==> src/rtl/asrm_mem_arbiter_pkg.sv <==
// Shared types and constants for the asrm memory arbiter.
package asrm_mem_arbiter_pkg;

  typedef enum logic [1:0] {
    ARB_IDLE   = 2'd0,
    ARB_ACCESS = 2'd1,
    ARB_DONE   = 2'd2
  } arb_state_e;

  localparam int ARB_LATENCY_MAX = 15;
  localparam int ARB_CNT_W       = 4;
  localparam int NUM_MASTERS     = 2;

  // Counter preload for a given memory latency; out-of-range latencies are
  // clamped to 1..ARB_LATENCY_MAX so the 4-bit counter can never wrap.
  function automatic logic [ARB_CNT_W-1:0] arb_cnt_load(input int lat);
    int l;
    l = (lat < 1) ? 1 : ((lat > ARB_LATENCY_MAX) ? ARB_LATENCY_MAX : lat);
    return ARB_CNT_W'(l - 1);
  endfunction

endpackage

==> src/rtl/asrm_mem_arbiter_if.sv <==
// Bundle of both master handshakes and the shared memory port.
interface asrm_mem_arbiter_if #(parameter int wordsize = 16);

  logic                m0_req,   m1_req;
  logic                m0_we,    m1_we;
  logic [wordsize-1:0] m0_addr,  m1_addr;
  logic [wordsize-1:0] m0_wdata, m1_wdata;
  logic [wordsize-1:0] m0_rdata, m1_rdata;
  logic                m0_ack,   m1_ack;
  logic [wordsize-1:0] mem_addr;
  logic [wordsize-1:0] mem_wdata;
  logic                mem_we;
  logic [wordsize-1:0] mem_rdata;

  // Arbiter side: serves the masters, drives the RAM.
  modport slave (
    input  m0_req, m1_req, m0_we, m1_we, m0_addr, m1_addr, m0_wdata, m1_wdata,
    output m0_rdata, m1_rdata, m0_ack, m1_ack,
    output mem_addr, mem_wdata, mem_we,
    input  mem_rdata
  );

  // Environment side: the two requesters plus the RAM model.
  modport master (
    output m0_req, m1_req, m0_we, m1_we, m0_addr, m1_addr, m0_wdata, m1_wdata,
    input  m0_rdata, m1_rdata, m0_ack, m1_ack,
    input  mem_addr, mem_wdata, mem_we,
    output mem_rdata
  );

endinterface

==> src/rtl/asrm_mem_arbiter_rr_pick.sv <==
// Two-way round-robin selector: on a tie the master not granted last wins.
module asrm_rr_pick (
  input  logic req0,
  input  logic req1,
  input  logic last_grant,
  output logic grant_valid,
  output logic grant_id
);

  // Single request wins outright; a tie goes to the other master than last time.
  always_comb begin
    grant_valid = req0 | req1;
    grant_id    = req1;
    if (req0 && req1) grant_id = ~last_grant;
  end

endmodule

==> src/rtl/asrm_mem_arbiter.sv <==
// Two-master arbiter for the asrm memory bus: serialises accesses, holds the
// RAM port for a fixed latency, returns read data and a one-cycle ack.
module asrm_mem_arbiter
  import asrm_mem_arbiter_pkg::*;
#(
  parameter int wordsize    = 16,
  parameter int mem_latency = 2
) (
  input  logic              clk,
  input  logic              reset,
  asrm_mem_arbiter_if.slave bus
);

  typedef struct packed {
    logic                we;
    logic [wordsize-1:0] addr;
    logic [wordsize-1:0] wdata;
  } arb_req_t;

  localparam logic [ARB_CNT_W-1:0] CNT_LOAD = arb_cnt_load(mem_latency);

  arb_state_e                                state, state_nxt;
  logic [ARB_CNT_W-1:0]                      cnt, cnt_nxt;
  logic                                      last_grant;
  logic                                      gid;
  logic                                      first;
  arb_req_t                                  lat;
  arb_req_t [NUM_MASTERS-1:0]                reqs;
  logic [NUM_MASTERS-1:0][wordsize-1:0]      rdata_q;
  logic                                      grant_valid, grant_id;
  logic                                      grant_take, capture;

  assign reqs[0] = '{we: bus.m0_we, addr: bus.m0_addr, wdata: bus.m0_wdata};
  assign reqs[1] = '{we: bus.m1_we, addr: bus.m1_addr, wdata: bus.m1_wdata};

  asrm_rr_pick u_pick (
    .req0        (bus.m0_req),
    .req1        (bus.m1_req),
    .last_grant  (last_grant),
    .grant_valid (grant_valid),
    .grant_id    (grant_id)
  );

  assign grant_take = (state == ARB_IDLE) && grant_valid;
  assign capture    = (state == ARB_ACCESS) && (cnt == '0);

  // State and latency counter registers; reset abandons any access in flight.
  always_ff @(posedge clk) begin
    if (!reset) begin
      state <= ARB_IDLE;
      cnt   <= '0;
    end else begin
      state <= state_nxt;
      cnt   <= cnt_nxt;
    end
  end

  // Next state: grant from IDLE, count down ACCESS, single DONE cycle.
  always_comb begin
    state_nxt = state;
    cnt_nxt   = cnt;
    case (state)
      ARB_IDLE: begin
        if (grant_valid) begin
          state_nxt = ARB_ACCESS;
          cnt_nxt   = CNT_LOAD;
        end
      end
      ARB_ACCESS: begin
        if (cnt == '0) state_nxt = ARB_DONE;
        else           cnt_nxt   = cnt - 1'b1;
      end
      ARB_DONE: state_nxt = ARB_IDLE;
      default:  state_nxt = ARB_IDLE;
    endcase
  end

  // Latch the granted request and capture read data at the end of ACCESS.
  // lat is only loaded on a grant, so the memory port holds its last value.
  always_ff @(posedge clk) begin
    if (!reset) begin
      lat        <= '0;
      gid        <= 1'b0;
      first      <= 1'b0;
      last_grant <= 1'b1;
      rdata_q    <= '0;
    end else begin
      first <= grant_take;
      if (grant_take) begin
        lat        <= reqs[grant_id];
        gid        <= grant_id;
        last_grant <= grant_id;
      end
      if (capture && !lat.we) rdata_q[gid] <= bus.mem_rdata;
    end
  end

  assign bus.mem_addr  = lat.addr;
  assign bus.mem_wdata = lat.wdata;
  // Write strobe only in the first ACCESS cycle so each write hits RAM once.
  assign bus.mem_we    = (state == ARB_ACCESS) && first && lat.we;

  assign bus.m0_rdata  = rdata_q[0];
  assign bus.m1_rdata  = rdata_q[1];
  assign bus.m0_ack    = (state == ARB_DONE) && !gid;
  assign bus.m1_ack    = (state == ARB_DONE) &&  gid;

endmodule

==> src/flat_wrapper.sv <==
// flat-port wrapper written by rule: the top's interface ports become plain ports
module asrm_mem_arbiter_flat import asrm_mem_arbiter_pkg::*;
#(
  parameter int wordsize    = 16,
  parameter int mem_latency = 2
)
  (clk, reset, bus_m0_req, bus_m1_req, bus_m0_we, bus_m1_we, bus_m0_addr, bus_m1_addr, bus_m0_wdata, bus_m1_wdata, bus_m0_rdata, bus_m1_rdata, bus_m0_ack, bus_m1_ack, bus_mem_addr, bus_mem_wdata, bus_mem_we, bus_mem_rdata);
  asrm_mem_arbiter_if #(.wordsize(wordsize)) bus_i ();
  input  logic clk;
  input  logic reset;
  input wire logic [$bits(bus_i.m0_req)-1:0] bus_m0_req;
  input wire logic [$bits(bus_i.m1_req)-1:0] bus_m1_req;
  input wire logic [$bits(bus_i.m0_we)-1:0] bus_m0_we;
  input wire logic [$bits(bus_i.m1_we)-1:0] bus_m1_we;
  input wire logic [$bits(bus_i.m0_addr)-1:0] bus_m0_addr;
  input wire logic [$bits(bus_i.m1_addr)-1:0] bus_m1_addr;
  input wire logic [$bits(bus_i.m0_wdata)-1:0] bus_m0_wdata;
  input wire logic [$bits(bus_i.m1_wdata)-1:0] bus_m1_wdata;
  output wire logic [$bits(bus_i.m0_rdata)-1:0] bus_m0_rdata;
  output wire logic [$bits(bus_i.m1_rdata)-1:0] bus_m1_rdata;
  output wire logic [$bits(bus_i.m0_ack)-1:0] bus_m0_ack;
  output wire logic [$bits(bus_i.m1_ack)-1:0] bus_m1_ack;
  output wire logic [$bits(bus_i.mem_addr)-1:0] bus_mem_addr;
  output wire logic [$bits(bus_i.mem_wdata)-1:0] bus_mem_wdata;
  output wire logic [$bits(bus_i.mem_we)-1:0] bus_mem_we;
  input wire logic [$bits(bus_i.mem_rdata)-1:0] bus_mem_rdata;
  assign bus_i.m0_req = bus_m0_req;
  assign bus_i.m1_req = bus_m1_req;
  assign bus_i.m0_we = bus_m0_we;
  assign bus_i.m1_we = bus_m1_we;
  assign bus_i.m0_addr = bus_m0_addr;
  assign bus_i.m1_addr = bus_m1_addr;
  assign bus_i.m0_wdata = bus_m0_wdata;
  assign bus_i.m1_wdata = bus_m1_wdata;
  assign bus_m0_rdata = bus_i.m0_rdata;
  assign bus_m1_rdata = bus_i.m1_rdata;
  assign bus_m0_ack = bus_i.m0_ack;
  assign bus_m1_ack = bus_i.m1_ack;
  assign bus_mem_addr = bus_i.mem_addr;
  assign bus_mem_wdata = bus_i.mem_wdata;
  assign bus_mem_we = bus_i.mem_we;
  assign bus_i.mem_rdata = bus_mem_rdata;
  asrm_mem_arbiter #(.wordsize(wordsize), .mem_latency(mem_latency)) u_core (.clk(clk), .reset(reset), .bus(bus_i));
endmodule
==> config.mk <==
export PLATFORM = sky130hd
export DESIGN_NAME = asrm_mem_arbiter_flat
export DESIGN_NICKNAME = d
export VERILOG_FILES = /design/src/rtl/asrm_mem_arbiter_pkg.sv /design/src/rtl/asrm_mem_arbiter_if.sv /design/src/rtl/asrm_mem_arbiter_rr_pick.sv /design/src/rtl/asrm_mem_arbiter.sv /design/src/flat_wrapper.sv
export SDC_FILE = /design/constraint.sdc
export NUM_CORES = 1
export LEC_CHECK = 0
export CAP_MARGIN = 5
export CELL_PAD_IN_SITES_DETAIL_PLACEMENT = 1
export CELL_PAD_IN_SITES_GLOBAL_PLACEMENT = 1
export CORE_MARGIN = 2
export CORE_UTILIZATION = 23
export DETAILED_ROUTE_END_ITERATION = 7
export PLACE_DENSITY = 0.75
export SYNTH_ARGS = -nofsm -noshare
export SYNTH_HDL_FRONTEND = slang
export SYNTH_SLANG_ARGS = --single-unit
==> constraint.sdc <==
create_clock -name clk -period 2.9 [get_ports clk]
set_input_delay 0.58 -clock clk [delete_from_list [all_inputs] [get_ports clk]]
set_output_delay 0.58 -clock clk [all_outputs]
set_load 0.02 [all_outputs]
==> key figures, run 1 <==
Run status
  • Status: finished clean

Worst setup path
  • Worst Path Max Fanout: 8
  • WP data required: 2320 ps
  • Startpoint types: register
  • Critical path capture point type: output port
  • Crit path cell chain: nor2b_1 -> and3_1 -> clkdlybuf4s50_1
  • Critical path class: reg -> out
  • Slowest CP cell: clkdlybuf4s50_1
  • Worst EP arrival: 2000 ps
  • Max stage delay on crit path: between 600 and 700 ps

Clock tree
  • Cts bufs inserted: 9
  • Hold-fix buffers, CTS: 0
  • CTS root buffer: clkbuf_16
  • Post-CTS Setup Bufs: 0
  • H-Tree Depth: 3
  • Clock Tree Buf Depth: 2
  • Clk_lat worst skew: about 340 ps
  • # resized after CTS: 0
  • CTS tree: built
  • Clk slew on worst S/H paths: 50 ps
  • Clock tree sinks: 74

Synth
  • Synth Area per Inst: 8.58 sq um
  • Post-synthesis adder-cell area fraction: 0.737%
  • Synth Area in XOR/XNOR: 0%
  • Flops & latches, synth: between 70 and 80
  • Unique masters post-synth: 37
  • Synth Warn #: 0
  • Commonest cells post-synth: 116 x nand2_1, 74 x dfxtp_1, 37 x a21oi_1, 33 x a311oi_1, 33 x buf_4
  • Synth Area in Compound Gates: 16.6%
  • Asr flop ratio synth: 0%
  • Mapped cell area: ~3400 sq um
  • Largest area contributor in the netlist: dfxtp_1
  • Number of flops mapped to enable cells by yosys: 0
  • Ys flop type: dfxtp_1
  • Count leader, synth: nand2_1
  • Share of the synthesized area in the top cell type: around 44%
  • Syn Nets: roughly 480
  • Register area share after synthesis: 43.6%
  • Simple-gate share of the synthesized area: around 17%
  • Mux cell area share after synthesis: about a tenth
  • Top cells by area, synth: dfxtp_1 44%, nand2_1 13%, mux2i_1 9.4%
  • Largest family of logic cells by synthesized area: simple AND/OR/NAND/NOR gates
  • Syn Inst Count: a little under 400

Final layout
  • Nets@finish: 589
  • N_diodes: 0
  • Fin util: 35.9%
  • Area Overhead vs Synth: 53.2%
  • Layout cells sized above 1: under 10%

Pwr
  • Sequential power share: between 30% and 40%
  • Internal power: around 2400 uW
  • Net switching fraction of the power: ~27%
  • Pwr Density: roughly 640 nW/um^2
  • Combinational Power Share: 23.5%
  • Net Switching: approximately 900 uW
  • Clock share of power: slightly above 40%
  • LEAKAGE: roughly 0.0021 uW
  • Maximum VDD drop: between 0.2 and 0.3 mV

Drt
  • DRC: 0
  • Routed WL: ~11,000 um
  • Iteration-0 DRC Markers: 128
  • Via count: roughly 3,200
  • Vias per cell: about 4.6
  • Average wire per standard cell: about 16 um
  • First-pass detailed-route iteration total: 4
  • Antenna Nets Post-Route: 0

Timing
  • Final Max Slew Viols: 0
  • Clk_skew: between 6 and 7 ps
  • Worst slew pin tran: around 970 ps
  • RSZ-0062 raised after global routing: false
  • # setup viols final: 0
  • Tcrit/Tclk final: 89.1%
  • Fin crit period: 2580 ps
  • Total negative slack: 0 ps
  • Slew HR: between 30% and 40%
  • FMAX: 387 MHz
  • Hold Fails Final Rpt: 0

Global route
  • Vias in the first global route: between 3,000 and 4,000
  • All-layer global routing usage: about 14%
  • Largest net degree at the start of global routing: 52
  • First-pass GRT wire length: ~18,000 um
  • Initial antenna violation count: 0
  • Overflow after GRT: 0

Die
  • CORE AREA: between 10,000 and 15,000 sq um
  • DIE WIDTH: 126 um
  • Die area: around 16,000 sq um
  • Row count: 44
  • IO Pins: 153
  • Die Y: approximately 130 um
  • Initial Util: about a quarter

Placed design
  • Port bufs: about 150
  • Detailed Place HPWL: roughly 8300 um
  • GPL Wtd Cong: 0.726

Hold path
  • HP Class: reg -> reg

Job
  • Maxcap violations: 0
routing by layer:
layer / part of all wire [%] / vias to the layer above / global-route usage (%)
met3: 7.2 / 12 / 4.24
li1: - / 1550 / -
met1: 43 / 1519 / 16.0
met4: 1.4 / 0 / 5.29
met2: 49 / 119 / 24.5
met5: 0 / - / 0
worst max-delay path, delay by kind of cell, from the launching register on:
kind	cells	cell delay (ps)
buffers and inverters	1	630
flip-flops	1	510
AND/OR/NAND/NOR	2	530
cell type report:
| class | instances | area [sq um] |
|---|---|---|
| repair buffers | 159 | 1590 |
| inverters | 5 | 18.8 |
| multi-input cells | 252 | 1520 |
| clock inverters | 5 | 125 |
| flip-flops and latches | 74 | 1480 |
| fillers | 1677 | 9280 |
| clock buffers | 11 | 243 |
| well taps | 184 | 230 |
per-stage QoR:
| step | setup WS [ps] | hold slack [ps] | cells | cell area [sq um] | total power [uW] |
|---|---|---|---|---|---|
| after floorplan | 1080 | 459 | 396 | 3400 | 1690 |
| after detailed placement | 477 | 460 | 674 | 4830 | 2000 |
| after global routing | 189 | 488 | 690 | 5200 | 3500 |
| after CTS | 311 | 467 | 690 | 5200 | 3400 |
| final | 315 | 461 | 690 | 5200 | 3350 |
| after global placement | 513 | 444 | 674 | 4830 | 1970 |
state kept, by name, summed over array words and instances, names as in the netlist:
signal and cells:
u_core.lat 1, u_core.bus.mem_addr 16, u_core.state 2, u_core.last_grant 1, u_core.bus.m1_rdata 16, u_core.gid 1, u_core.bus.mem_wdata 16, u_core.bus.m0_rdata 16
u_core.first 1, u_core.cnt 4
logic make-up after synthesis:
| family | after synthesis |
|---|---|
| muxes | 32 |
| buffers and inverters | 70 |
| DFF | 74 |
| AOI/OAI and AO/OA | 81 |
| and+or+nand+nor | 137 |
| adders and majority gates | 2 |
final timing paths:
check,cells after the start,slack [ps],start,end
worst max-delay path,3,320,u_core.state[0]$_SDFFE_PN0P_,bus_mem_we
worst min-delay path,2,460,u_core.bus.m1_rdata[11]$_SDFFE_PN0P_,u_core.bus.m1_rdata[11]$_SDFFE_PN0P_
worst max register to register,5,630,u_core.cnt[1]$_SDFFE_PN0P_,u_core.bus.m0_rdata[10]$_SDFFE_PN0P_
worst min register to register,2,460,u_core.bus.m1_rdata[11]$_SDFFE_PN0P_,u_core.bus.m1_rdata[11]$_SDFFE_PN0P_
layout by cell type (no fill, tap or decap), types with 3 or more instances in the layout:
cell type,instances
a21oi_1,37
a311oi_1,33
buf_4,6
bufinv_16,4
clkbuf_16,9
clkdlybuf4s50_1,152
dfxtp_1,74
inv_1,5
mux2i_1,32
nand2_1,116
nor2_1,3
power groups by stage:
stage	Combinational [uW]	Clock [uW]	Sequential [uW]
floorplan	486	0	1210
global placement	773	0	1200
detailed placement	795	0	1210
CTS	797	1420	1190
global route	844	1460	1200
finish	787	1380	1180
(Power assumes the default switching activity.)
==> run 2: changes to the inputs <==
- CORE_UTILIZATION: 23 -> 32
- PLACE_DENSITY: 0.75 -> 0.95
- REMOVE_ABC_BUFFERS: default -> 1
- SLEW_MARGIN: default -> 20
==> run 2 against run 1 <==
Total power down 10%. Highest routed layer unchanged. Critical endpoint unchanged. Combinational power down 2%. Global-route usage up 3.8 points. Clock-buffer cell count down 1. Routed wire length down 8.3%. Utilization up 13 points. Setup slack better by 5.7 ps. Hold slack better by 3.8 ps. Final cell count down 7.0%. Maximum frequency up 0.22%. Critical path depth unchanged. Register-to-register slack worse by 40 ps.
==> key figures, run 2 (same netlist as run 1, synthesis figures left out) <==
Run status
  • Status: finished clean

Hold path
  • Hold depth: 2 (unchanged)
  • Min-delay src: u_core.bus.m1_rdata[14]$_SDFFE_PN0P_
  • HP Class: reg -> reg
  • WHS Endpoint: u_core.bus.m1_rdata[14]$_SDFFE_PN0P_

Drt
  • Met2 WL: 5010 um (-8.5%)
  • Routed WL: 10,300 um (-8.3%)
  • Average wire per standard cell: 16.0 um (-1.4%)
  • Met3 WL post-DR: 714 um (-12%)
  • DRC: 0 (unchanged)
  • Antenna Nets Post-Route: 0 (unchanged)
  • Vias per cell: 5.01 (+8.0%)
  • Wl on met1: 4380 um (-8.3%)
  • First-pass detailed-route iteration total: 4 (unchanged)
  • DR top layer: met4
  • Via count: 3,217 (+0.53%)
  • Iteration-0 DRC Markers: 100 (-22%)

Final layout
  • Commonest non-fill, non-tap cell in the layout: clkdlybuf4s50_1
  • Area Overhead vs Synth: 47.7%
  • Nets@finish: 589 (unchanged)
  • Layout cells sized above 1: 5.73% (unchanged)
  • N_diodes: 0 (unchanged)
  • Most frequent cells in the layout: 152 x clkdlybuf4s50_1, 116 x nand2_1, 74 x dfxtp_1
  • Final Cell Area: 5010 sq um (-3.6%)

Worst setup path
  • WP data required: 2320 ps (about the same)
  • Worst Path Max Fanout: 8 (unchanged)
  • Worst R2R Start: u_core.cnt[0]$_SDFFE_PN0P_
  • Critical path class: reg -> out
  • Reg-to-reg critical path endpoint: u_core.bus.m0_rdata[5]$_SDFFE_PN0P_
  • Crit path from: u_core.state[0]$_SDFFE_PN0P_
  • Register-to-Register Setup Slack: 590 ps (-40 ps)
  • Startpoint types: register
  • Worst EP arrival: 2000 ps (about the same)
  • Critical path capture point type: output port
  • Register-to-Register Path Depth: 5 (unchanged)

Timing
  • FMAX: 388 MHz (+0.22%)
  • Slew HR: 35.9% (+0.46 points)
  • # setup viols final: 0 (unchanged)
  • Final worst slack: 321 ps (+5.73 ps)
  • Tcrit/Tclk final: 88.9% (-0.20 points)
  • Worst slew pin tran: 962 ps (-6.86 ps)
  • Hold Fails Final Rpt: 0 (unchanged)
  • Clk_skew: 12.8 ps (+6.37 ps)
  • Fin crit period: 2580 ps (-5.73 ps)
  • Final Max Slew Viols: 0 (unchanged)
  • Post-Route Hold Slack: 465 ps (+3.79 ps)
  • Total negative slack: 0 ps (unchanged)
  • RSZ-0062 raised after global routing: false

Clock tree
  • Clock Tree Buf Depth: 2 (unchanged)
  • Clk_lat worst skew: 340 ps (about the same)
  • Post-CTS Setup Bufs: 0 (unchanged)
  • H-Tree Depth: 3 (unchanged)
  • Clk slew on worst S/H paths: 80 ps (+30 ps)
  • Cts bufs inserted: 9 (unchanged)
  • CTS root buffer: clkbuf_8
  • Clock tree sinks: 74 (unchanged)
  • Hold-fix buffers, CTS: 0 (unchanged)
  • # resized after CTS: 0 (unchanged)
  • CTS tree: built

Pwr
  • Maximum VDD drop: 0.258 mV (-9.0%)
  • Power Total: 3010 uW (-10%)
  • Pwr Density: 601 nW/um^2 (-6.7%)
  • LEAKAGE: 0.00207 uW (-2.8%)

Global route
  • First-pass GRT wire length: 16,100 um (-8.4%)
  • Overflow after GRT: 0 (unchanged)
  • All-layer global routing usage: 17.8% (+3.8 points)
  • Initial antenna violation count: 0 (unchanged)
  • Largest net degree at the start of global routing: 52 (unchanged)
  • Vias in the first global route: 3,319 (-2.5%)

Die
  • Die Y: 107 um (-15%)
  • DIE WIDTH: 107 um (-15%)
  • Row count: 37 (-16%)
  • Die area: 11,500 sq um (-27%)
  • Initial Util: 32.9% (+9.4 points)
  • IO Pins: 153 (unchanged)
  • CORE AREA: 10,300 sq um (-29%)

Placed design
  • Pre-CTS setup slack: 497 ps (+19.8 ps)
  • Detailed Place HPWL: 7630 um (-8.0%)
  • GPL Wtd Cong: 0.713 (-1.9%)
  • Cell Area, Placed: 4750 sq um (-1.8%)
  • Port bufs: 152 (unchanged)

Job
  • Maxcap violations: 0 (unchanged)
[run 2: per-stage QoR]
stage               std cells  utilization, %
floorplan                 331               -
global placement          626            46.0
detailed placement        626            46.0
CTS                       642            48.6
global route              642            48.6
finish                    642            48.6
[run 2: layout make-up]
type / instances / area (sq um)
Multi-Input combinational cell: 252 / 1510
Fill cell: 1186 / 5310
Timing Repair Buffer: 159 / 1570
Sequential cell: 74 / 1480
Inverter: 5 / 18.8
Clock inverter: 6 / 138
Clock buffer: 10 / 128
Tap cell: 136 / 170
[run 2: worst max path at each step]
stage	slack, ps	depth (start not counted)	endpoint
finish	320	3	bus_mem_we
floorplan	160	3	u_core.bus.mem_addr[0]$_SDFFE_PN0P_
global placement	640	4	u_core.cnt[1]$_SDFFE_PN0P_
CTS	300	3	bus_mem_we
detailed placement	500	4	u_core.bus.mem_addr[14]$_SDFFE_PN0P_
global route	210	3	bus_mem_we
[run 2: report_power, final]
part / leakage [uW] / switching (uW) / internal, uW
Combinational: 0.00133 / 394 / 376
Sequential: 0.000607 / 67.5 / 1120
Clock: 0.000131 / 396 / 664
[run 2: critical path, stage by stage (launching register included)]
cell,delay (ps)
dfxtp_1,490
nor2b_1,320
and3_1,220
clkdlybuf4s50_1,630
[run 2: per-layer routing]
layer  track usage (%)  vias to the layer above
li1                  -                     1544
met1              20.7                     1531
met2              30.3                      126
met3              4.80                       16
met4              8.44                        0
met5                 0                        -
